===== config.mk =====
export PLATFORM = sky130hd
export DESIGN_NAME = dmac_burst_buffer
export DESIGN_NICKNAME = d
export VERILOG_FILES = /design/src/rtl/dmac_burst_buffer.sv
export SDC_FILE = /design/constraint.sdc
export NUM_CORES = 2
export LEC_CHECK = 0
export CORE_MARGIN = 2
export CORE_UTILIZATION = 40
export CTS_BUF_LIST = sky130_fd_sc_hd__clkbuf_16
export DETAILED_ROUTE_END_ITERATION = 8
export PLACE_DENSITY = 0.56
export SLEW_MARGIN = 15
export SYNTH_ARGS = -nofsm -noshare
export SYNTH_HDL_FRONTEND = slang
export SYNTH_SLANG_ARGS = --single-unit

===== constraint.sdc =====
create_clock -name clk -period 18.67 [get_ports clk]
set_input_delay 3.734 -clock clk [delete_from_list [all_inputs] [get_ports clk]]
set_output_delay 3.734 -clock clk [all_outputs]
set_load 0.02 [all_outputs]

===== src/rtl/dmac_burst_buffer.sv =====
// Command and data FIFOs in front of a DMA write engine. Bursts go to the read side one at a time.
// With STORE_FWD=1 a command is held back until its whole burst is buffered.
module dmac_burst_buffer #(
  parameter int ADDR_WD       = 32,
  parameter int DATA_WD       = 32,
  parameter int CMD_DEPTH     = 8,
  parameter int DATA_DEPTH    = 32,
  parameter int MAX_BURST_LEN = 16,
  parameter int STORE_FWD     = 1
) (
  input  logic                          clk,
  input  logic                          rst,

  input  logic                          cmd_in_valid,
  output logic                          cmd_in_ready,
  input  logic [$clog2(ADDR_WD/8)-1:0]  cmd_in_src_offset,
  input  logic [ADDR_WD-1:0]            cmd_in_dst_addr,
  input  logic [1:0]                    cmd_in_burst,
  input  logic [ADDR_WD-1:0]            cmd_in_len,
  input  logic [2:0]                    cmd_in_size,

  input  logic                          data_in_valid,
  output logic                          data_in_ready,
  input  logic [DATA_WD-1:0]            data_in,
  input  logic                          data_in_last,

  output logic                          cmd_out_valid,
  input  logic                          cmd_out_ready,
  output logic [$clog2(ADDR_WD/8)-1:0]  cmd_out_src_offset,
  output logic [ADDR_WD-1:0]            cmd_out_dst_addr,
  output logic [1:0]                    cmd_out_burst,
  output logic [ADDR_WD-1:0]            cmd_out_len,
  output logic [2:0]                    cmd_out_size,

  output logic                          data_out_valid,
  input  logic                          data_out_ready,
  output logic [DATA_WD-1:0]            data_out,
  output logic                          data_out_last,

  output logic [$clog2(CMD_DEPTH):0]    cmd_count,
  output logic [$clog2(DATA_DEPTH):0]   data_count,
  output logic [$clog2(DATA_DEPTH):0]   burst_count,
  output logic                          err_burst_len
);

  localparam int OFF_WD  = $clog2(ADDR_WD/8);
  localparam int CMD_AW  = $clog2(CMD_DEPTH);
  localparam int DATA_AW = $clog2(DATA_DEPTH);
  localparam int BEAT_W  = $clog2(MAX_BURST_LEN + 1);
  localparam int CMD_W   = OFF_WD + 2*ADDR_WD + 5;

  localparam logic [CMD_AW:0]   CMD_FULL   = (CMD_AW+1)'(CMD_DEPTH);
  localparam logic [CMD_AW:0]   CMD_ONE    = (CMD_AW+1)'(1);
  localparam logic [DATA_AW:0]  DATA_FULL  = (DATA_AW+1)'(DATA_DEPTH);
  localparam logic [DATA_AW:0]  DATA_ONE   = (DATA_AW+1)'(1);
  localparam logic [BEAT_W-1:0] BEAT_LIMIT = BEAT_W'(MAX_BURST_LEN - 1);
  localparam logic [BEAT_W-1:0] BEAT_SAT   = BEAT_W'(MAX_BURST_LEN);

  logic [CMD_W-1:0]   cmd_mem  [CMD_DEPTH];
  logic [DATA_WD:0]   data_mem [DATA_DEPTH];
  logic [CMD_AW-1:0]  cmd_wr_ptr, cmd_rd_ptr;
  logic [DATA_AW-1:0] data_wr_ptr, data_rd_ptr;
  logic [BEAT_W-1:0]  beat_cnt;
  logic               open_burst;
  logic               cmd_space, data_space;
  logic               cmd_wr, cmd_rd, data_wr, data_rd;
  logic               burst_in, burst_out;

  // Space is taken from registered counts only, so a same-cycle read never opens a slot early.
  assign cmd_space     = (cmd_count < CMD_FULL);
  assign data_space    = (data_count < DATA_FULL);
  assign cmd_in_ready  = !rst && cmd_space;
  assign data_in_ready = !rst && data_space;

  assign cmd_out_valid  = (cmd_count != '0) && !open_burst &&
                          ((STORE_FWD == 0) || (burst_count != '0));
  assign data_out_valid = (data_count != '0) && open_burst;

  assign cmd_wr    = cmd_in_valid && cmd_space;
  assign cmd_rd    = cmd_out_valid && cmd_out_ready;
  assign data_wr   = data_in_valid && data_space;
  assign data_rd   = data_out_valid && data_out_ready;
  assign burst_in  = data_wr && data_in_last;
  assign burst_out = data_rd && data_out_last;

  // The read pointer only moves on a handshake, so a stalled payload is held as it is.
  assign {cmd_out_src_offset, cmd_out_dst_addr, cmd_out_burst, cmd_out_len, cmd_out_size} =
    cmd_mem[cmd_rd_ptr];
  assign {data_out, data_out_last} = data_mem[data_rd_ptr];

  // NOTE: storage arrays are not reset; the pointers and counts decide what is valid.
  always_ff @(posedge clk) begin
    if (cmd_wr)
      cmd_mem[cmd_wr_ptr] <= {cmd_in_src_offset, cmd_in_dst_addr, cmd_in_burst, cmd_in_len, cmd_in_size};
    if (data_wr)
      data_mem[data_wr_ptr] <= {data_in, data_in_last};
  end

  // NOTE: non-blocking assignments in clocked blocks, so every flop samples pre-edge values.
  always_ff @(posedge clk or posedge rst) begin
    if (rst) begin
      cmd_wr_ptr    <= '0;
      cmd_rd_ptr    <= '0;
      data_wr_ptr   <= '0;
      data_rd_ptr   <= '0;
      cmd_count     <= '0;
      data_count    <= '0;
      burst_count   <= '0;
      beat_cnt      <= '0;
      open_burst    <= 1'b0;
      err_burst_len <= 1'b0;
    end else begin
      if (cmd_wr)  cmd_wr_ptr  <= cmd_wr_ptr + CMD_AW'(1);
      if (cmd_rd)  cmd_rd_ptr  <= cmd_rd_ptr + CMD_AW'(1);
      if (data_wr) data_wr_ptr <= data_wr_ptr + DATA_AW'(1);
      if (data_rd) data_rd_ptr <= data_rd_ptr + DATA_AW'(1);

      case ({cmd_wr, cmd_rd})
        2'b10:   cmd_count <= cmd_count + CMD_ONE;
        2'b01:   cmd_count <= cmd_count - CMD_ONE;
        default: cmd_count <= cmd_count;
      endcase

      case ({data_wr, data_rd})
        2'b10:   data_count <= data_count + DATA_ONE;
        2'b01:   data_count <= data_count - DATA_ONE;
        default: data_count <= data_count;
      endcase

      case ({burst_in, burst_out})
        2'b10:   burst_count <= burst_count + DATA_ONE;
        2'b01:   burst_count <= burst_count - DATA_ONE;
        default: burst_count <= burst_count;
      endcase

      // cmd_rd needs open_burst=0 and burst_out needs open_burst=1, so they never coincide.
      if (cmd_rd)         open_burst <= 1'b1;
      else if (burst_out) open_burst <= 1'b0;

      // The beat counter saturates so a runaway burst cannot wrap it back into range.
      if (data_wr) begin
        if (data_in_last) begin
          beat_cnt <= '0;
        end else begin
          if (beat_cnt == BEAT_LIMIT) err_burst_len <= 1'b1;
          if (beat_cnt != BEAT_SAT)   beat_cnt <= beat_cnt + BEAT_W'(1);
        end
      end
    end
  end

endmodule


== After elaboration in Yosys (flattened, before gate mapping) ==
Memory sizes are Yosys's and may differ from the RTL's.
Cells that the tools add are included.

* Register bits: 39
* Memory bits (writable): 1624
* Input bits: 110
* Memories: 2

* Add/sub/neg operators: 11
* Magnitude comparators: 2
* Equality and inequality tests: 8
* Mux-type cells: 11
* Bitwise logic cells: 1
* Reductions and logical operators: 23

{| class="wikitable"
|+ Memory list
! memory !! words !! width !! rd ports !! clocked after Yosys merged registers in !! write ports !! RTL line !! RTL
|-
| data_mem || 32 || 33 || 1 || 0 || 1 || 60 || <nowiki>logic [DATA_WD:0] data_mem [DATA_DEPTH];</nowiki>
|-
| cmd_mem || 8 || 71 || 1 || 0 || 1 || 59 || <nowiki>logic [CMD_W-1:0] cmd_mem [CMD_DEPTH];</nowiki>
|}

{| class="wikitable"
|+ Operators with widths
! cell !! number
|-
| $pmux W6 S2 || 2
|-
| $add A5 B1 Y5 const B || 3
|-
| $add A6 B1 Y6 const B || 2
|-
| $reduce_bool A6 Y1 || 2
|-
| $sub A6 B1 Y6 const B || 2
|-
| $logic_and A1 B1 Y1 || 11
|-
| $mux W5 || 2
|-
| $reduce_bool A2 Y1 || 5
|-
| $pmux W4 S2 || 1
|-
| $add A3 B1 Y3 const B || 2
|-
| $eq A2 B1 Y1 const B || 3
|-
| $eq A2 B2 Y1 const B || 3
|-
| $lt A6 B6 Y1 const B || 1
|-
| $mux W1 || 6
|-
| $eq A5 B4 Y1 const B || 1
|-
| $ne A5 B5 Y1 const B || 1
|-
| $add A4 B1 Y4 const B || 1
|-
| $lt A4 B4 Y1 const B || 1
|-
| $reduce_bool A4 Y1 || 1
|-
| $sub A4 B1 Y4 const B || 1
|-
| $reduce_and A3 Y1 || 1
|-
| $logic_not A1 Y1 || 2
|-
| $reduce_and A2 Y1 || 1
|-
| $not A1 Y1 || 1
|}

== Depth between registers and ports, before layout ==
* Depth in word-level cells: 6
* Mapped depth: 17

== Least setup slack after synthesis ==
No wires, ideal clock.

* Path type: input to register
* Start point: in cmd_in_valid
* End point: mem cmd_mem[0][0] in the netlist's numbering, enable pin
* Arrival time: 9.039 ns
* Data required time: 18.083 ns
* Setup slack: 9.044 ns
* Stages: 3
* Path buffers: 0
* Path through: nor2b_1 -> nand2b_1 -> nor3_1

* Longest elaborated chain between the ends: 3

{| class="wikitable"
|+ Ends and longest elaborated chain
! element !! RTL line !! RTL
|-
| from (decl) || 14 || <nowiki>input logic cmd_in_valid,</nowiki>
|-
| $logic_and A1 B1 Y1 || 79 || <nowiki>assign cmd_wr = cmd_in_valid && cmd_space;</nowiki>
|-
| $mux W1 || 93 || <nowiki>if (cmd_wr)</nowiki>
|-
| $mux W1 (implied by the code) || 94 || <nowiki>cmd_mem[cmd_wr_ptr] <= {cmd_in_src_offset, cmd_in_dst_addr, cmd_in_burst, cmd_in_len, cmd_in_size};</nowiki>
|-
| to (decl) || 59 ||
|}

Every way passes these cells.

== Worst setup path in the final report ==
* Start point: in rst
* End point: out cmd_in_ready

* Longest elaborated chain between the ends: 2

{| class="wikitable"
|+ Ends and longest elaborated chain
! element !! RTL line !! RTL
|-
| from (decl) || 12 || <nowiki>input logic rst,</nowiki>
|-
| $logic_not A1 Y1 (no line) || n/a ||
|-
| $logic_and A1 B1 Y1 || 72 || <nowiki>assign cmd_in_ready = !rst && cmd_space;</nowiki>
|-
| to (decl) || 15 || <nowiki>output logic cmd_in_ready,</nowiki>
|}

Every way passes these cells.

==> impl_metrics.json <==
{
  "synth_top_area_share_pct": 76.66,
  "cts_buffer_depth": 3,
  "syn-mean-instance-area_um2": 24.28,
  "die_area_um2": 162200,
  "setup_tns_ns": 0,
  "grt_pass1_wl_um": 210700,
  "ys_ff_latch": 1663,
  "synth_edf_count": 1624,
  "power_frac_clock_pct": 28.7,
  "yosysUniqueCellTypes": 47,
  "finalMaxSlewViolations": 0,
  "die_y_um": 402.8,
  "p_seq_share_pct": 41.1,
  "fin_crit_sh_pct": 46.52,
  "grt_usage_pct": 18.13,
  "hold_viol_final": 0,
  "crit_arrival_ns": 4.95,
  "crit_path_end_kind": "output port",
  "crit_required_ns": 14.94,
  "postSynthNetCount": 2756,
  "skew_ns": 0.02205,
  "whs_ns": 0.4916,
  "synth_top_area_cell": "edfxtp_1",
  "row_count": 146,
  "antenna_found_initial": 13,
  "p_leak_nw": 23.23,
  "async_reset_ff_share_pct": 2.345,
  "cts_root_buffer": "clkbuf_16",
  "relSlewSlack_pct": 23.59,
  "path_max_fanout": 3,
  "p_total_w": 0.01126,
  "yosys-top-cells-area": "edfxtp_1 (77%), mux4_2 (16%), mux2_2 (1.9%)",
  "cts_buffers": 171,
  "grt_max_degree": 152,
  "drive_above_1_share_pct": 29.72,
  "htreeDepth": 4,
  "final_common_cell": "edfxtp_1",
  "p_sw_w": 0.003300,
  "status": "finished, final reports clean",
  "cts_setup_buffers": 0,
  "p_comb_share_pct": 30.3,
  "hpwl_um": 75810,
  "ctsHoldBuffers": 0,
  "io_buffer_count": 234,
  "cts.clk_slew.worst_paths_ns": 0.05,
  "drt_iter0_drc": 2472,
  "start_util_pct": 40.21,
  "via_per_inst": 5.495,
  "max_clock_freq_ghz": 0.1151,
  "fillers": 12812,
  "setup_ws_ns": 9.985,
  "routed_wl_um": 146500,
  "setup.worst_path.class": "input port to output port",
  "cts_resized": 0,
  "area_delta_synth_final_pct": 16.63,
  "final_cell_mix": "edfxtp_1 (1,624), mux4_2 (462), clkdlybuf4s50_1 (234)",
  "setup_viol": 0,
  "maxCapViolations": 0,
  "pre_cts_slack_ns": 9.962,
  "peakVddDrop_mv": 0.1224,
  "post-route-min-period_ns": 8.685,
  "cp-start-kind": "input port",
  "p_int_w": 0.007963,
  "dr.pass1.iters": 5,
  "worst_pin_slew_ns": 1.146,
  "p_per_area_nw_per_um2": 151.8,
  "yosys_warnings": 0,
  "drt_drc_violations_left": 0,
  "p_sw_share_pct": 29.30,
  "die_w_um": 402.8,
  "floorplan.io_pins": 235,
  "overflow": 0,
  "cts_tree": "built",
  "ant_nets": 0,
  "layout.nets": 3099,
  "hold_path_class": "flop to flop",
  "netlist_instances": 2620,
  "netlist_area_um2": 63620,
  "grt_pass1_vias": 30014,
  "rsz0062_at_grt": "false",
  "synthFlopType": "edfxtp_1",
  "cts_sinks": 1663,
  "ys_seq_area_share_pct": 78.19,
  "core_um2": 158200,
  "num_vias": 28450,
  "routabilityCongestion": 0.7165,
  "wl_per_cell_um": 28.30,
  "clock_latency_ns": 0.79
}
cells in the mapped netlist (all sizes together), types with 14 or more instances:
cell type  count
mux4         462
xnor2         16
nor2          47
nand2         28
mux2i         14
ha            23
buf           61
inv           24
mux2         108
dfrtp         39
clkbuf        68
edfxtp      1624
state kept, by name, indices dropped and copies added (netlist names):
signal	count
err_burst_len	1
open_burst	1
data_rd_ptr	5
cmd_wr_ptr	3
cmd_rd_ptr	3
beat_cnt	5
data_mem	1056
cmd_count	4
cmd_mem	568
burst_count	6
data_wr_ptr	5
data_count	6
final timing paths:
| kind | from | to | slack (ns) | cells after the start |
|---|---|---|---|---|
| min in group asynchronous | rst | cmd_count[3] | 3.56 | 2 |
| max in group asynchronous | rst | cmd_rd_ptr[1] | 14.37 | 2 |
| min | err_burst_len | err_burst_len | 0.49 | 1 |
| max reg2reg | data_rd_ptr[2] | burst_count[5] | 13.66 | 14 |
| max | rst | cmd_in_ready | 9.98 | 3 |
| min reg2reg | err_burst_len | err_burst_len | 0.49 | 1 |
cell type report:
class | instances | area [um^2] | area share [%]
Timing Repair Buffer | 299 | 2875 | 3.875
Clock inverter | 134 | 893.4 | 1.204
Sequential cell | 1663 | 49770 | 67.08
Multi-Input combinational cell | 804 | 13520 | 18.22
Clock buffer | 178 | 4454 | 6.003
Inverter | 24 | 90.09 | 0.1214
Tap cell | 2072 | 2592 | 3.494
Antenna cell | 3 | 7.507 | 0.01012
cells by family (layout without fill, tap and decap cells):
| kind of cell | Yosys count | after routing | synth area share [%] |
|---|---|---|---|
| other | 0 | 3 | 0 |
| DFF | 1663 | 1663 | 78.19 |
| adders and majority gates | 26 | 26 | 0.5468 |
| AOI/OAI and AO/OA | 46 | 46 | 0.4799 |
| buffers and inverters | 153 | 635 | 1.040 |
| and+or+nand+nor | 122 | 122 | 0.8968 |
| xor gates and xnor gates | 26 | 26 | 0.3579 |
| muxes | 584 | 584 | 18.49 |
critical path, cell delays in order:
cell and delay (ns):
clkdlybuf4s50_1 0.46, nor2_1 0.13, clkdlybuf4s50_1 0.62
through the flow:
step                cell area, um^2  cells  utilization, %
floorplan                     63620   2620               -
global placement              68810   4861           43.50
detailed placement            68810   4861           43.50
CTS                           74160   5173           46.88
global route                  74190   5175           46.90
finish                        74200   5177           46.90
routing by layer:
layer  wire (um)  GRT usage, %
met4        3233         5.204
met3        8086         3.208
met5          76             0
met1       61230         24.45
met2       73890         30.38
power groups by stage:
stage	registers [W]	logic [W]	clock network, W
4_1_cts	0.00464	0.00348	0.00331
3_3_place_gp	0.00469	0.00342	0
3_5_place_dp	0.00472	0.00347	0
6_report	0.00463	0.00341	0.00323
5_1_grt	0.00467	0.00363	0.00345
2_1_floorplan	0.00454	0.00238	0
(Power assumes the default switching activity.)
